$ cat src/rtl/imem_loader.sv
// Byte-serial host writer for the instruction memory; holds the core while loading.
// Optional trailing-checksum verification is enabled by defining IMEM_LOADER_CHECKSUM_EN.
module imem_loader #(
    parameter int IMEM_SZ = 16,
    parameter int INST_W  = 8,
    parameter int ADDR_W  = 4
) (
    input  logic              clk,
    input  logic              rst_n,
    input  logic              load_en_in,
    input  logic              strobe_in,
    input  logic [INST_W-1:0] data_in,
    output logic              wr_en_out,
    output logic [ADDR_W-1:0] wr_addr_out,
    output logic [INST_W-1:0] wr_data_out,
    output logic              cpu_hold_out,
    output logic              cpu_restart_out,
    output logic              done_out,
    output logic [ADDR_W:0]   count_out,
    output logic              error_out
);

`ifdef IMEM_LOADER_CHECKSUM_EN
    typedef enum logic [1:0] {IDLE, LOAD, CHECK, DONE} state_t;
`else
    typedef enum logic [1:0] {IDLE, LOAD, DONE} state_t;
`endif

    localparam logic [ADDR_W:0] FULL = (ADDR_W+1)'(IMEM_SZ);

    state_t state, state_d;

    logic load_s1, load_s2;
    logic stb_s1, stb_s2, stb_s3;
    logic strobe_rise;

    logic [ADDR_W-1:0] addr, addr_d;
    logic [ADDR_W:0]   count_d;
    logic [ADDR_W:0]   count_inc;
    logic              wr_en_d, hold_d, restart_d, done_d;
    logic [ADDR_W-1:0] wr_addr_d;
    logic [INST_W-1:0] wr_data_d;

`ifdef IMEM_LOADER_CHECKSUM_EN
    logic [INST_W-1:0] sum, sum_d;
    logic [INST_W-1:0] sum_total;
    logic              err_d;
`endif

    // Host pins are asynchronous; the third strobe flop gives a clean rising edge.
    always_ff @(posedge clk or negedge rst_n) begin
        if (!rst_n) begin
            load_s1 <= 1'b0;
            load_s2 <= 1'b0;
            stb_s1  <= 1'b0;
            stb_s2  <= 1'b0;
            stb_s3  <= 1'b0;
        end else begin
            load_s1 <= load_en_in;
            load_s2 <= load_s1;
            stb_s1  <= strobe_in;
            stb_s2  <= stb_s1;
            stb_s3  <= stb_s2;
        end
    end

    assign strobe_rise = stb_s2 & ~stb_s3;
    assign count_inc   = (count_out == FULL) ? count_out : count_out + 1'b1;

`ifdef IMEM_LOADER_CHECKSUM_EN
    assign sum_total = sum + data_in;
`endif

    always_ff @(posedge clk or negedge rst_n) begin
        if (!rst_n) begin
            state           <= IDLE;
            addr            <= '0;
            count_out       <= '0;
            wr_en_out       <= 1'b0;
            wr_addr_out     <= '0;
            wr_data_out     <= '0;
            cpu_hold_out    <= 1'b0;
            cpu_restart_out <= 1'b0;
            done_out        <= 1'b0;
`ifdef IMEM_LOADER_CHECKSUM_EN
            sum             <= '0;
            error_out       <= 1'b0;
`endif
        end else begin
            state           <= state_d;
            addr            <= addr_d;
            count_out       <= count_d;
            wr_en_out       <= wr_en_d;
            wr_addr_out     <= wr_addr_d;
            wr_data_out     <= wr_data_d;
            cpu_hold_out    <= hold_d;
            cpu_restart_out <= restart_d;
            done_out        <= done_d;
`ifdef IMEM_LOADER_CHECKSUM_EN
            sum             <= sum_d;
            error_out       <= err_d;
`endif
        end
    end

`ifndef IMEM_LOADER_CHECKSUM_EN
    assign error_out = 1'b0;
`endif

    always_comb begin
        state_d   = state;
        addr_d    = addr;
        count_d   = count_out;
        wr_en_d   = 1'b0;
        wr_addr_d = wr_addr_out;
        wr_data_d = wr_data_out;
        hold_d    = cpu_hold_out;
        restart_d = 1'b0;
        done_d    = done_out;
`ifdef IMEM_LOADER_CHECKSUM_EN
        sum_d     = sum;
        err_d     = error_out;
`endif
        unique case (state)
            IDLE: begin
                if (load_s2) begin
                    state_d = LOAD;
                    addr_d  = '0;
                    count_d = '0;
                    done_d  = 1'b0;
                    hold_d  = 1'b1;
`ifdef IMEM_LOADER_CHECKSUM_EN
                    sum_d   = '0;
                    err_d   = 1'b0;
`endif
                end
            end
            LOAD: begin
                if (!load_s2) begin
                    state_d   = IDLE;
                    hold_d    = 1'b0;
                    restart_d = 1'b1;
                end else if (strobe_rise) begin
                    wr_en_d   = 1'b1;
                    wr_addr_d = addr;
                    wr_data_d = data_in;
                    addr_d    = addr + 1'b1;
                    count_d   = count_inc;
`ifdef IMEM_LOADER_CHECKSUM_EN
                    sum_d     = sum_total;
                    if (count_inc == FULL) state_d = CHECK;
`else
                    if (count_inc == FULL) begin
                        state_d = DONE;
                        done_d  = 1'b1;
                    end
`endif
                end
            end
`ifdef IMEM_LOADER_CHECKSUM_EN
            CHECK: begin
                if (!load_s2) begin
                    state_d   = IDLE;
                    hold_d    = 1'b0;
                    restart_d = 1'b1;
                end else if (strobe_rise) begin
                    // Checksum byte closes the image; it never reaches imem.
                    state_d = DONE;
                    done_d  = 1'b1;
                    err_d   = (sum_total != '0);
                end
            end
`endif
            DONE: begin
                if (!load_s2) begin
                    state_d   = IDLE;
                    hold_d    = 1'b0;
                    restart_d = 1'b1;
                end
            end
            default: state_d = IDLE;
        endcase
    end

endmodule

$ cat config.mk
export PLATFORM = sky130hd
export DESIGN_NAME = imem_loader
export DESIGN_NICKNAME = d
export VERILOG_FILES = /design/src/rtl/imem_loader.sv
export SDC_FILE = /design/constraint.sdc
export NUM_CORES = 1
export LEC_CHECK = 0
export CAP_MARGIN = 20
export CORE_MARGIN = 8
export CORE_UTILIZATION = 44
export CTS_CLUSTER_SIZE = 16
export DETAILED_ROUTE_END_ITERATION = 8
export PLACE_DENSITY_LB_ADDON = 0.08
export SLEW_MARGIN = 20
export SYNTH_ARGS = -nofsm -noshare
export SYNTH_HDL_FRONTEND = slang
export SYNTH_SLANG_ARGS = --single-unit
$ cat constraint.sdc
create_clock -name clk -period 1.85 [get_ports clk]
set_clock_uncertainty 0.2 [all_clocks]
set_input_delay 0.2775 -clock clk [delete_from_list [all_inputs] [get_ports clk]]
set_output_delay 0.2775 -clock clk [all_outputs]
set_load 0.01 [all_outputs]
==> impl_metrics.py, run 1 <==
metrics = {
    "run_status": {
        "outcome": "complete, but fails checks",
        "violations": "setup timing",
    },
    "routing": {
        "drc": 0,
        "drt_pass1_iterations": 4,
        "vias": 1146,
        "drtIter0Drc": 37,
        "wirelength_um": 3370,
        "ant_nets": 0,
        "drt-wirelength-per-cell_um": 14.5,
        "viasPerCell": 4.94,
    },
    "critical_path": {
        "r2r-end": "state[1]",
        "r2r_start": "count_out[1]",
        "crit_chain": "inv_2 -> ha_4 -> nand3b_1 -> a211oi_4 -> buf_4 -> a41oi_2 -> a211oi_2 -> a22o_1",
        "crit_type": "register to register",
        "cp.depth": 8,
        "rr_worst_depth": 8,
        "cp-endpoint": "state[1]",
        "path_delay_family": "compound AO/OA/AOI/OAI gates",
        "startpoint": "count_out[1]",
        "max_stage_delay_ns": 0.47,
        "cp.required_ns": 1.92,
        "end_kind": "register",
        "cp-start-kind": "register",
        "critPathMaxFanout": 4,
        "cp.arrival_ns": 2.07,
        "cpMaxStageDelayCell": "dfrtp_2",
        "cp_num_buf_inv": 2,
        "r2r_slack_ns": -0.15,
    },
    "global_routing": {
        "gr-total-overflow": 0,
        "grt_max_degree": 33,
        "grt.total_usage_pct": 13.5,
        "grt_pass1_vias": 1253,
        "antenna_found_initial": 0,
        "grt_pass1_wl_um": 5750,
    },
    "pwr": {
        "intPower_mw": 1.95,
        "powerDensity_nw_per_um2": 1300,
        "p_total_mw": 2.88,
        "leakage_nw": 1.01,
        "pwr-share-seq_pct": 35.5,
        "p_sw_share_pct": 32.2,
        "pwr-share-comb_pct": 46.5,
        "pwr-share-clk_pct": 18.0,
        "ir_drop_mv": 0.679,
        "power_switching_uw": 929,
    },
    "placed_design": {
        "io_buffers": 32,
        "place_ws_ns": -0.124,
        "place_congestion": 0.850,
        "hpwlAfterDp_um": 2400,
    },
    "synth": {
        "synth_edf_count": 0,
        "synth_cell_type_count": 38,
        "ys_seq_elements": 32,
        "syn_area_sq_um": 1520,
        "ys_warn_count": 0,
        "synth.top_cell.area_share_pct": 52.6,
        "yosysMostFrequentCell": "dfrtp_1",
        "ys_async_sr_fraction_pct": 100,
        "syn_inst": 125,
        "avgSynthCellArea_sq_um": 12.2,
        "post_synth_most_frequent_cells": "dfrtp_1, mux2_2, nor2_1",
        "synthTopCellsByArea": "dfrtp_1, mux2_2, ha_1",
        "synth_area_leader_cell": "dfrtp_1",
        "seq_area_frac_synth_pct": 52.6,
        "synthesis.nets": 144,
        "synth_top_flop_cell": "dfrtp_1",
    },
    "timing": {
        "hold_ws_ns": 0.131,
        "max_freq_mhz": 499,
        "finalCritPeriodShare_pct": 108,
        "layout_setup_ws_ns": -0.154,
        "finalSetupViolCount": 3,
        "rsz0062_at_grt": "true",
        "hold_violations": 0,
        "drv_slew": 0,
        "fin_crit_ns": 2.00,
    },
    "floorplanning": {
        "ios": 34,
        "start_util_pct": 45.6,
        "placementRows": 21,
        "fp.dieW_um": 74.8,
        "die_h_um": 74.8,
        "core_sq_um": 3340,
        "dieArea_sq_um": 5600,
    },
    "cts": {
        "path_clk_slew_ns": 0.11,
        "clock-sinks": 32,
        "insertion_delay_ns": 0.33,
        "clock_path_buffers": 2,
        "cts_tree": "built",
        "root_buffer": "clkbuf_4",
        "htreeDepth": 2,
        "cts_made_buffers": 5,
    },
    "min_path": {
        "min_path_type": "primary input to async pin",
    },
    "cells_and_area": {
        "diodes": 0,
        "area_delta_synth_final_pct": 46.1,
        "nNetsFinal": 204,
        "drive_gt1_share_pct": 34.9,
    },
    "run": {
        "maxCapViolations": 0,
    },
}
-- worst register-to-register path, cell delays in order, from the launching register on --
cell	delay, ns
dfrtp_2	0.47
inv_2	0.10
ha_4	0.13
nand3b_1	0.13
a211oi_4	0.30
buf_4	0.17
a41oi_2	0.09
a211oi_2	0.21
a22o_1	0.15
-- flip-flops by register name (all words and copies together) (netlist names), 2 cells and up --
register / cells
state: 2
addr: 4
wr_data_out: 8
wr_addr_out: 4
count_out: 5
-- layout by cell type, fill, tap and decap left out, types with 4 or more instances in the layout --
cell             instances
clkbuf_4                 5
nand2_1                  7
buf_4                   22
nand3_1                  6
dfrtp_1                 29
mux2_2                  12
ha_1                     4
clkdlybuf4s50_1         28
nor2_1                   9
-- layer usage --
metal | vias to the layer above | part of all wire, % | track usage, %
met3 | 5 | 6.1 | 5.06
met1 | 559 | 42 | 16.0
li1 | 559 | - | -
met2 | 23 | 51 | 22.1
met4 | 0 | 1.3 | 4.57
met5 | - | 0 | 0
-- power groups by stage --
stage | logic [mW] | clock network [mW] | registers, mW
finish | 1.34 | 0.518 | 1.02
CTS | 1.27 | 0.538 | 1.02
global placement | 1.14 | 0 | 1.02
detailed placement | 1.17 | 0 | 1.03
global route | 1.46 | 0.556 | 1.06
floorplan | 0.507 | 0 | 1.09
-- per-stage QoR --
step	util, %	cell area, sq um	setup TNS, ns	std cells
after global routing	66.6	2220	-0.872	232
after global placement	62.0	2070	-0.0247	219
after CTS	65.6	2190	-0.162	231
after floorplan	-	1550	-0.0304	125
after detailed placement	62.0	2070	-0.181	219
final	66.6	2220	-0.418	232
-- repair_timing --
item                                    4_1_cts  5_1_grt
pin swaps                                     5        4
resized for setup                             9        5
cloned                                        0        0
endpoints found under the setup margin        7        6
setup buffers                                 4        2
hold buffers                                  0        0
-- area by class of cell --
cell class,instances,area (sq um)
fillers,266,1110
flip-flops and latches,32,805
multi-input cells,84,743
repair buffers,56,515
well taps,46,57.6
clock buffers,6,41.3
clock inverters,2,35.0
inverters,6,25.0
-- how the worst min path moves through the flow --
stage,start,to,slack (ns),depth (start not counted)
2_1_floorplan,rst_n,addr[0],-0.22,0
3_3_place_gp,stb_s1,stb_s2,0.14,0
3_5_place_dp,stb_s1,stb_s2,0.14,0
4_1_cts,rst_n,count_out[2],0.14,2
5_1_grt,load_en_in,load_s1,0.17,1
6_report,rst_n,count_out[2],0.13,2
-- logic make-up after synthesis --
kind of cell	Yosys count	synth area share, %
adders and majority gates	7	5.76
xor gates and xnor gates	5	4.11
DFF	32	52.6
AOI/OAI and AO/OA	21	10.9
other	1	0.246
buffers and inverters	9	2.63
muxes	12	8.88
and+or+nand+nor	38	14.8
(Power assumes the default switching activity.)
==> run 2, diff against run 1 <==
--- a/config.mk
+++ b/config.mk
@@ -7,7 +7,7 @@
 export LEC_CHECK = 0
 export CAP_MARGIN = 20
 export CORE_MARGIN = 8
-export CORE_UTILIZATION = 44
+export CORE_UTILIZATION = 45
 export CTS_CLUSTER_SIZE = 16
 export DETAILED_ROUTE_END_ITERATION = 8
 export PLACE_DENSITY_LB_ADDON = 0.08
==> constraint.sdc (replaced) <==
create_clock -name clk -period 2.45 [get_ports clk]
set_clock_uncertainty 0.2 [all_clocks]
set_input_delay 0.3675 -clock clk [delete_from_list [all_inputs] [get_ports clk]]
set_output_delay 0.3675 -clock clk [all_outputs]
set_load 0.01 [all_outputs]
==> impl_metrics.py, run 2 (synthesized netlist as in run 1, its figures left out) <==
metrics = {
    "critical_path": {
        "critPathMaxFanout": 7,
        "startpoint": "count_out[0]",
        "rr_worst_depth": 6,
        "end_kind": "register",
        "cp-endpoint": "state[1]",
        "cp-start-kind": "register",
        "r2r_start": "count_out[0]",
        "r2r_slack_ns": 0.36,
        "cp.required_ns": 2.52,
        "crit_type": "register to register",
        "r2r-end": "state[1]",
        "cp.arrival_ns": 2.16,
    },
    "routing": {
        "drc": 0,
        "wirelength_um": 3040,
        "drt_pass1_iterations": 4,
        "ant_nets": 0,
        "drtIter0Drc": 69,
        "drt-wirelength-per-cell_um": 14.4,
        "viasPerCell": 5.05,
        "vias": 1065,
    },
    "cts": {
        "post_cts_resize_count": 0,
        "root_buffer": "clkbuf_4",
        "path_clk_slew_ns": 0.10,
        "cts_hold_buf": 0,
        "clock_path_buffers": 2,
        "clock-sinks": 32,
        "htreeDepth": 2,
        "cts_made_buffers": 5,
        "post_cts_buffers": 0,
        "insertion_delay_ns": 0.32,
        "cts_tree": "built",
    },
    "placed_design": {
        "dp.cells": 203,
        "place_ws_ns": 0.357,
        "place_congestion": 0.772,
        "io_buffers": 32,
        "hpwlAfterDp_um": 2330,
    },
    "global_routing": {
        "grt_max_degree": 33,
        "antenna_found_initial": 0,
        "grt_pass1_vias": 1109,
        "gr-total-overflow": 0,
        "grt.total_usage_pct": 12.6,
        "grt_pass1_wl_um": 5220,
    },
    "floorplanning": {
        "core_sq_um": 3280,
        "die_h_um": 74.1,
        "dieArea_sq_um": 5500,
        "placementRows": 21,
        "ios": 34,
        "fp.dieW_um": 74.1,
        "start_util_pct": 46.3,
    },
    "cells_and_area": {
        "top_register": "wr_data_out",
        "layout_common_cells": "dfrtp_1, clkdlybuf4s50_1, mux2_2, nor2_1",
        "largest_reg_flops": 8,
        "fillers": 303,
        "area_delta_synth_final_pct": 29.3,
        "instances_no_fill": 211,
        "diodes": 0,
        "top_regs": "wr_data_out x8, count_out x5",
        "drive_gt1_share_pct": 19.4,
        "nNetsFinal": 183,
    },
    "timing": {
        "max_freq_mhz": 479,
        "layout_setup_ws_ns": 0.362,
        "hold_violations": 0,
        "fin_crit_ns": 2.09,
        "drv_slew": 0,
        "finalSetupViolCount": 0,
        "tns_ns": 0,
        "rsz0062_at_grt": "false",
        "finalCritPeriodShare_pct": 85.2,
    },
    "run": {
        "maxCapViolations": 0,
    },
    "min_path": {
        "holdPathStages": 0,
        "min_path_type": "register to register",
    },
    "pwr": {
        "leakage_nw": 0.861,
        "p_total_mw": 1.81,
        "ir_drop_mv": 0.559,
        "powerDensity_nw_per_um2": 918,
    },
    "run_status": {
        "outcome": "finished clean",
    },
}
[run 2: changes by cell type in the layout (fill, tap and decap cells not counted), moves of 2 or more]
cell             before  now
a41oi_1               0    2
a41oi_2               3    1
buf_4                22    3
clkdlybuf4s50_1      28   32
dfrtp_1              29   32
dfrtp_2               3    0
dlygate4sd2_1         3    0
ha_1                  4    7
ha_4                  2    0
inv_1                 3    5
[run 2: cell type report]
cell class / count / area (sq um) / share of cell area (%)
inverters: 6 / 22.5 / 1.15
repair buffers: 35 / 343 / 17.4
clock inverters: 1 / 7.51 / 0.382
clock buffers: 7 / 55.1 / 2.80
flip-flops and latches: 32 / 801 / 40.7
well taps: 46 / 57.6 / 2.93
multi-input cells: 84 / 681 / 34.6
[run 2: where the power goes]
part	total, mW	internal [mW]	switching (mW)
clock	0.310	0.140	0.169
combinational	0.727	0.399	0.329
sequential	0.769	0.663	0.105
total	1.81	1.20	0.603
[run 2: how the worst min path moves through the flow]
stage	from	to	slack [ns]
3_3_place_gp	stb_s1	stb_s2	0.13
5_1_grt	load_s1	load_s2	0.17
2_1_floorplan	rst_n	addr[0]	-0.13
6_report	load_s1	load_s2	0.15
4_1_cts	load_s1	load_s2	0.16
3_5_place_dp	stb_s1	stb_s2	0.14
[run 2: critical path, stage by stage, from the launching register on]
cell and delay, ns:
dfrtp_1 0.45, ha_1 0.31, nor2b_1 0.19, a211oi_2 0.32, a41oi_1 0.15, a211oi_1 0.26
a22o_1 0.16
[run 2: stage by stage]
| step | cell area, sq um | hold WS [ns] | utilization, % |
|---|---|---|---|
| after floorplan | 1520 | -0.128 | - |
| after global placement | 1900 | 0.134 | 58.0 |
| after detailed placement | 1900 | 0.137 | 58.0 |
| after CTS | 1970 | 0.159 | 59.9 |
| after global routing | 1970 | 0.171 | 59.9 |
| final | 1970 | 0.149 | 59.9 |
[run 2: per-layer routing]
| layer | wire length (um) | vias up | global-route usage (%) |
|---|---|---|---|
| met5 | 0 | - | 0 |
| met4 | 52 | 0 | 5.99 |
| met3 | 153 | 7 | 3.91 |
| met2 | 1600 | 18 | 21.7 |
| met1 | 1240 | 524 | 13.7 |
| li1 | - | 516 | - |
==> run 3, diff against run 2 <==
--- a/config.mk
+++ b/config.mk
@@ -6,7 +6,6 @@
 export NUM_CORES = 1
 export LEC_CHECK = 0
 export CAP_MARGIN = 20
-export CORE_MARGIN = 8
 export CORE_UTILIZATION = 45
 export CTS_CLUSTER_SIZE = 16
 export DETAILED_ROUTE_END_ITERATION = 8
==> constraint.sdc (replaced) <==
create_clock -name clk -period 2.45 [get_ports clk]
set_clock_uncertainty 0.2 [all_clocks]
set_input_delay 0.3675 -clock clk [delete_from_list [all_inputs] [get_ports clk]]
set_output_delay 0.3675 -clock clk [all_outputs]
set_load 0.02 [all_outputs]
==> impl_metrics.py, run 3 (synthesized netlist as in run 1, its figures left out) <==
metrics = {
    "placed_design": {
        "hpwlAfterDp_um": 1960,
        "place_congestion": 0.773,
        "io_buffers": 32,
        "place_ws_ns": 0.357,
    },
    "run": {
        "maxCapViolations": 0,
    },
    "timing": {
        "finalCritPeriodShare_pct": 87.1,
        "drv_slew": 0,
        "rsz0062_at_grt": "false",
        "hold_violations": 0,
        "tns_ns": 0,
        "hold_ws_ns": 0.156,
        "max_freq_mhz": 469,
        "finalSetupViolCount": 0,
        "fin_crit_ns": 2.13,
        "layout_setup_ws_ns": 0.316,
    },
    "floorplanning": {
        "die_h_um": 60.1,
        "dieArea_sq_um": 3620,
        "fp.dieW_um": 60.1,
        "ios": 34,
        "start_util_pct": 48.6,
        "core_sq_um": 3130,
        "placementRows": 20,
    },
    "cts": {
        "htreeDepth": 2,
        "clock-sinks": 32,
        "post_cts_buffers": 0,
        "clock_path_buffers": 2,
        "root_buffer": "clkbuf_4",
        "insertion_delay_ns": 0.32,
        "cts_made_buffers": 5,
        "post_cts_resize_count": 0,
        "path_clk_slew_ns": 0.09,
        "cts_tree": "built",
        "cts_hold_buf": 0,
    },
    "cells_and_area": {
        "drive_gt1_share_pct": 19.4,
        "area_delta_synth_final_pct": 30.0,
        "diodes": 0,
        "layout_common_cells": "dfrtp_1, clkdlybuf4s50_1, mux2_2, nor2_1",
        "nNetsFinal": 183,
        "top_regs": "wr_data_out x8, count_out x5",
        "top_register": "wr_data_out",
        "largest_reg_flops": 8,
    },
    "critical_path": {
        "max_stage_delay_ns": 0.46,
        "cpMaxStageDelayCell": "dfrtp_1",
        "cp.required_ns": 2.51,
        "critPathMaxFanout": 7,
        "cp-start-kind": "register",
        "cp_num_buf_inv": 1,
        "path_delay_family": "simple AND/OR/NAND/NOR gates",
        "rr_worst_depth": 7,
        "crit_type": "register to register",
        "crit_chain": "inv_1 -> ha_1 -> and4bb_4 -> xnor2_4 -> a41oi_2 -> or3_1 -> nand3_1",
        "end_kind": "register",
        "cp.arrival_ns": 2.20,
        "cp.depth": 7,
    },
    "pwr": {
        "p_total_mw": 1.96,
        "powerDensity_nw_per_um2": 992,
        "leakage_nw": 0.872,
        "ir_drop_mv": 0.631,
    },
    "routing": {
        "vias": 1075,
        "viasPerCell": 5.14,
        "drt-wirelength-per-cell_um": 13.2,
        "ant_nets": 0,
        "wirelength_um": 2750,
        "drt_pass1_iterations": 4,
        "drtIter0Drc": 54,
        "drc": 0,
    },
    "global_routing": {
        "gr-total-overflow": 0,
        "grt_max_degree": 33,
        "grt.total_usage_pct": 17.9,
        "antenna_found_initial": 0,
        "grt_pass1_vias": 1012,
        "grt_pass1_wl_um": 4650,
    },
    "run_status": {
        "outcome": "finished clean",
    },
    "min_path": {
        "min_path_type": "register to register",
        "holdPathStages": 0,
    },
}
[run 3: changes by cell type in the layout (fill, tap and decap cells not counted)]
cell,previous run,this run
bufinv_16,0,1
clkbuf_8,1,0
clkinv_2,0,1
clkinvlp_4,1,0
[run 3: layout make-up]
| type | instances | area [sq um] |
|---|---|---|
| well taps | 44 | 55.1 |
| fillers | 257 | 1150 |
| flip-flops and latches | 32 | 801 |
| clock buffers | 6 | 41.3 |
| inverters | 6 | 22.5 |
| multi-input cells | 84 | 681 |
| repair buffers | 35 | 343 |
| clock inverters | 2 | 35.0 |
[run 3: worst paths after layout]
check                        startpoint              to  slack [ns]
hold reg to reg                  stb_s1          stb_s2        0.16
min in group asynchronous         rst_n         addr[0]        0.22
hold / removal                   stb_s1          stb_s2        0.16
setup / recovery           count_out[0]        state[0]        0.32
setup reg to reg           count_out[0]        state[0]        0.32
max in group asynchronous         rst_n  wr_data_out[5]        1.54
[run 3: per-stage QoR]
step / cell area (sq um) / utilization, % / instances
after floorplan: 1520 / - / 125
after CTS: 1980 / 63.2 / 209
after global routing: 1980 / 63.2 / 209
after global placement: 1900 / 60.8 / 201
after detailed placement: 1900 / 60.8 / 201
final: 1980 / 63.2 / 209
[run 3: power breakdown]
part / internal (mW) / switching, mW
Clock: 0.214 / 0.174
Combinational: 0.398 / 0.408
Sequential: 0.663 / 0.104
[run 3: layer usage]
layer	up-vias	track usage, %	share of wire (%)
met5	-	0	0
met4	0	4.98	0.58
met3	3	6.49	5.3
met2	34	27.6	49
met1	518	23.6	45
li1	520	-	-
